==> src/rtl/cl_result_packer.sv <==
// cl_result_packer: packs IN_WIDTH results into OUT_WIDTH lines with padding of the final partial line and a done flag.
module cl_result_packer #(
  parameter int IN_WIDTH = 64,
  parameter int OUT_WIDTH = 512,
  parameter int COUNT_WIDTH = 32,
  parameter logic [IN_WIDTH-1:0] PAD_VALUE = '0,
  parameter int LANES = OUT_WIDTH / IN_WIDTH
) (
  input  logic                   clk,
  input  logic                   rst_n,
  input  logic                   go,
  input  logic [COUNT_WIDTH-1:0] total_results,
  input  logic [IN_WIDTH-1:0]    in_data,
  input  logic                   in_valid,
  output logic                   in_ready,
  output logic [OUT_WIDTH-1:0]   out_data,
  output logic                   out_valid,
  input  logic                   out_ready,
  output logic [COUNT_WIDTH-1:0] lines_out,
  output logic                   busy,
  output logic                   done
);
  localparam int IDX_W = LANES > 1 ? $clog2(LANES) : 1;
  typedef enum logic [1:0] {IDLE, FILL, DRAIN, DONE} state_t;
  state_t state, state_nx;
  logic [COUNT_WIDTH-1:0] total_q, cnt;
  logic [IDX_W-1:0] idx;
  logic [LANES-1:0][IN_WIDTH-1:0] fill_q, line_nx, out_q;
  logic fill_full, out_full, out_free, acc, last, complete, start;
  assign start = go && (state == IDLE || state == DONE);
  assign out_free = !out_full || out_ready;
  assign last = cnt + COUNT_WIDTH'(1) == total_q;
  assign acc = in_valid && in_ready;
  assign complete = acc && (idx == IDX_W'(LANES - 1) || last);
  assign out_data = out_q;
  assign out_valid = out_full;
  // Lanes above the final result of the run are padded as the line completes.
  always_comb begin
    line_nx = fill_q;
    for (int k = 0; k < LANES; k++)
      line_nx[k] = IDX_W'(k) == idx ? in_data : (last && IDX_W'(k) > idx) ? PAD_VALUE : fill_q[k];
  end
  always_ff @(posedge clk or negedge rst_n)
    if (!rst_n) state <= IDLE;
    else state <= state_nx;
  always_comb begin
    state_nx = state;
    unique case (state)
      IDLE, DONE: if (go) state_nx = total_results == '0 ? DONE : FILL;
      FILL:       if (acc && last) state_nx = DRAIN;
      DRAIN:      if (!out_full && !fill_full) state_nx = DONE;
      default:    state_nx = IDLE;
    endcase
  end
  always_comb begin
    in_ready = state == FILL && cnt != total_q && !(fill_full && !out_free);
    busy = state == FILL || state == DRAIN;
    done = state == DONE;
  end
  always_ff @(posedge clk or negedge rst_n)
    if (!rst_n) begin
      total_q <= '0;
      cnt <= '0;
      idx <= '0;
      lines_out <= '0;
      fill_q <= '0;
      out_q <= '0;
      fill_full <= 1'b0;
      out_full <= 1'b0;
    end else begin
      if (start) begin
        total_q <= total_results;
        cnt <= '0;
        idx <= '0;
      end else if (acc) begin
        cnt <= cnt + COUNT_WIDTH'(1);
        idx <= complete ? '0 : idx + IDX_W'(1);
        fill_q <= line_nx;
      end
      if (start) lines_out <= '0;
      else if (out_full && out_ready && !(&lines_out)) lines_out <= lines_out + COUNT_WIDTH'(1);
      // A held line always goes out before the line completing this cycle.
      if (fill_full && out_free) out_q <= fill_q;
      else if (complete && out_free) out_q <= line_nx;
      out_full <= out_free && (fill_full || complete) ? 1'b1 : out_full && !out_ready;
      fill_full <= fill_full ? (!out_free || complete) : (complete && !out_free);
    end
endmodule

==> config.mk <==
export PLATFORM = sky130hd
export DESIGN_NAME = cl_result_packer
export DESIGN_NICKNAME = d
export VERILOG_FILES = /design/src/rtl/cl_result_packer.sv
export SDC_FILE = /design/constraint.sdc
export NUM_CORES = 2
export LEC_CHECK = 0
export ABC_AREA = 1
export CAP_MARGIN = 20
export CELL_PAD_IN_SITES_DETAIL_PLACEMENT = 1
export CELL_PAD_IN_SITES_GLOBAL_PLACEMENT = 2
export CORE_MARGIN = 2
export CORE_UTILIZATION = 35
export DETAILED_ROUTE_END_ITERATION = 8
export PLACE_DENSITY = 0.94
export SYNTH_ARGS = -nofsm -noshare
export SYNTH_HDL_FRONTEND = slang
export SYNTH_SLANG_ARGS = --single-unit
==> constraint.sdc <==
create_clock -name clk -period 5.99 [get_ports clk]
set_input_delay 1.4975 -clock clk [delete_from_list [all_inputs] [get_ports clk]]
set_output_delay 1.4975 -clock clk [all_outputs]
set_load 0.05 [all_outputs]
==> reports/summary.md <==
• **pin count of the biggest net entering global routing** 186
• **commonest cells in the netlist** 3312 x nand2_1, 1672 x nand3_1, 1127 x dfrtp_1
• **final-report hold violation count** 0
• **max capacitance violation total** 0
• **Syn Std Cell Area** 61000 um2
• **worst voltage drop across the vdd grid** 0.249 mV
• **most numerous cell in the Yosys netlist** nand2_1
• **Setup WS pre-CTS** 1.38 ns
• **wire length reported by the detailed router** 274 mm
• **count of flip-flops with a built-in enable after synthesis** 0
• **global routing usage on met2** 49.3%
• **share of the yosys chip area belonging to registers** 46.3%
• **Avg Synthesized Cell Area** 6.95 um2
• **final core occ** 42.6%
• **distinct cell type count of the synthesized netlist** 41
• **CP arrival** 3.10 ns
• **initial core utilization** 35.1%
• **Yosys warning count** 0
• **type of destination of the critical path** output port
• **wire length of the first global-routing pass** 409 mm
• **top flip-flop cell by instance count after synthesis** dfrtp_1
• **sum of negative setup slack** 0 ns
• **synthesized netlist cell count** 8769
• **largest driver fanout on the critical path** 3
• **DRC violations left** 0
• **H-tree levels** 4
• **ratio of final minimum period to clock period** 76.7%
• **power per cell area** 391 nW/um2
• **Leakage Power** 37.6 nW
• **layout cells sized above 1** 4.66%
• **Sw Pwr** 11.3 mW
• **HPWL reported at the end of detailed placement** 173 mm
• **data required time of the critical path** 4.49 ns
• **number of nets in the synthesized netlist** 8880
• **combinational group share of total power** 34.1%
• **clock tree from TritonCTS** built
• **number of port buffers** 648
• **setup repair after global routing missed its margin** false
• **largest cells by area after synthesis** dfrtp_1 46%, nand2_1 20%, nand3_1 14%
• **clock network fraction of design power** 31.2%
• **number of detailed-routing iterations run before antenna repair** 5
• **number of rows created at floorplan** 153
• **DRT iter0 DRCs** 4836
• **routed via count divided by cell count** 5.42
• **final period demand of the worst path** 4.59 ns
• **busiest grt layer** met2
• **status** finished, final reports clean
• **clock buffer count from CTS** 140
• **die extent in y** 421 um
• **gr ovfl total** 0
• **Final nets** 9173
• **# resized after CTS** 0
• **wire length per cell** 23.8 um
• **detailed-route via count** 62385
• **transition at the pin with the smallest max-transition slack** 1.13 ns
• **CTS clock-pin slew for the worst setup and hold paths** 0.05 ns
• **post-CTS repair timing setup buffer count** 0
• **Crit Path Class** primary input to output port
• **top cell type by total area after synthesis** dfrtp_1
• **max-slew violation count** 0
• **Internal Power** 17.6 mW
• **proportion of netlist area held by the largest area contributor** 46.3%
• **final-layout fill cell count** 21677
• **insertion delay of the later-clocked pin in the worst-skew pair** 0.81 ns
• **GR Util All Layers** 30.2%
• **full die area** 178000 um2
• **proportion of total power due to net switching** 39.2%
• **flip-flop and latch count after synthesis** 1127
• **number of global-route vias before repair** 64490
• **grt met1 use** 36.5%
• **Final Wtd Congestion** 0.926
• **Final Worst Setup Slack** 1.40 ns
• **width of the die** 421 um
• **maximum operating frequency** 218 MHz
• **initial antenna violation count** 29
• **Std-Cell Core Area** 173000 um2
• **Setup Viol. Count Final** 0
• **power share of the sequential group** 34.7%
• **root buf cell** clkbuf_16
• **clock skew after layout** 0.0389 ns
• **Worst R2R Setup Slack** 1.59 ns
• **worst min path class** register to register
• **maximum buffer depth of the clock tree** 3
• **sinks on the clock net** 1127
• **area added between synthesis and finish** 21.3%
• **I/O pin total** 649
• **Max-slew headroom** 24.4%
• **ANT nets after route** 0
• **share of flip-flops with an asynchronous set or reset after synthesis** 100%
• **count of hold buffers inserted by post-cts repair** 0
• **Worst Setup Start Kind** primary input
• **met3 usage** 4.18%
## routing by layer
layer	wire, um	up-vias
met1	108000	31607
li1	-	28338
met2	128000	1810
met4	22600	6
met3	14400	624
met5	35	-
## worst max-delay path: stages
cell and delay, ns:
clkdlybuf4s50_1 0.42, nor2_1 0.19, nand2_1 0.12, nand3_1 0.13
inv_1 0.05, clkdlybuf4s50_1 0.69
## worst paths after layout
| check | start | endpoint | cells after the start |
|---|---|---|---|
| worst max-delay path | out_ready | in_ready | 6 |
| max in group asynchronous | rst_n | out_data[197] | 2 |
| worst max register to register | cnt[0] | out_data[314] | 16 |
| min in group asynchronous | rst_n | fill_q[468] | 1 |
| worst min register to register | out_data[22] | out_data[22] | 2 |
| worst min-delay path | out_data[22] | out_data[22] | 2 |
## cell usage in the layout (no fill, tap or decap), types with 28 or more instances in the layout
cell type and count:
buf_12 39, o21ai_0 570, xor2_1 34, clkbuf_8 33, inv_1 649, nor2_1 566
clkbuf_16 144, nand3_1 1670, buf_4 106, clkdlybuf4s50_1 634, dfrtp_1 1126, nand2_1 3310
clkbuf_1 28
## cell type report
cell class | count | area (um2) | share of cell area (%)
antenna | 12 | 30.0 | 0.0406
clock buffer | 205 | 4160 | 5.63
clock inverter | 47 | 653 | 0.883
inverter | 661 | 2490 | 3.37
multi-input combinational | 6338 | 27400 | 37.1
sequential | 1127 | 28200 | 38.2
tap | 2325 | 2910 | 3.94
timing repair buffer | 794 | 8030 | 10.9
## registers in the layout, indices dropped and copies added (netlist names)
| signal | flops |
|---|---|
| fill_q | 512 |
| out_data | 512 |
| cnt | 32 |
| lines_out | 32 |
| total_q | 32 |
| idx | 3 |
| state | 2 |
| fill_full | 1 |
| out_valid | 1 |
## metrics by stage
step	cell area, um2	power [mW]	hold WS, ns	cells
2_1_floorplan	61000	16.8	0.468	8769
3_3_place_gp	69100	19.2	0.491	11244
3_5_place_dp	69100	19.9	0.493	11245
4_1_cts	73900	29.1	0.508	11497
5_1_grt	73900	30.8	0.526	11500
6_report	73900	28.9	0.503	11509
## power by group through the flow
stage | clock network (mW) | logic (mW) | registers (mW)
6_report | 9.00 | 9.86 | 10.0
2_1_floorplan | 0 | 6.39 | 10.4
4_1_cts | 9.16 | 9.87 | 10.0
3_3_place_gp | 0 | 9.10 | 10.1
5_1_grt | 9.44 | 11.1 | 10.2
3_5_place_dp | 0 | 9.76 | 10.1
## logic make-up after synthesis
logic type	synth area share, %
fa+ha+maj	0.205
compound gates	5.36
flops	46.3
buf+inv	8.85
xor+xnor	0.675
simple gates	38.7
Note: power is estimated with default switching activity, not from simulation.
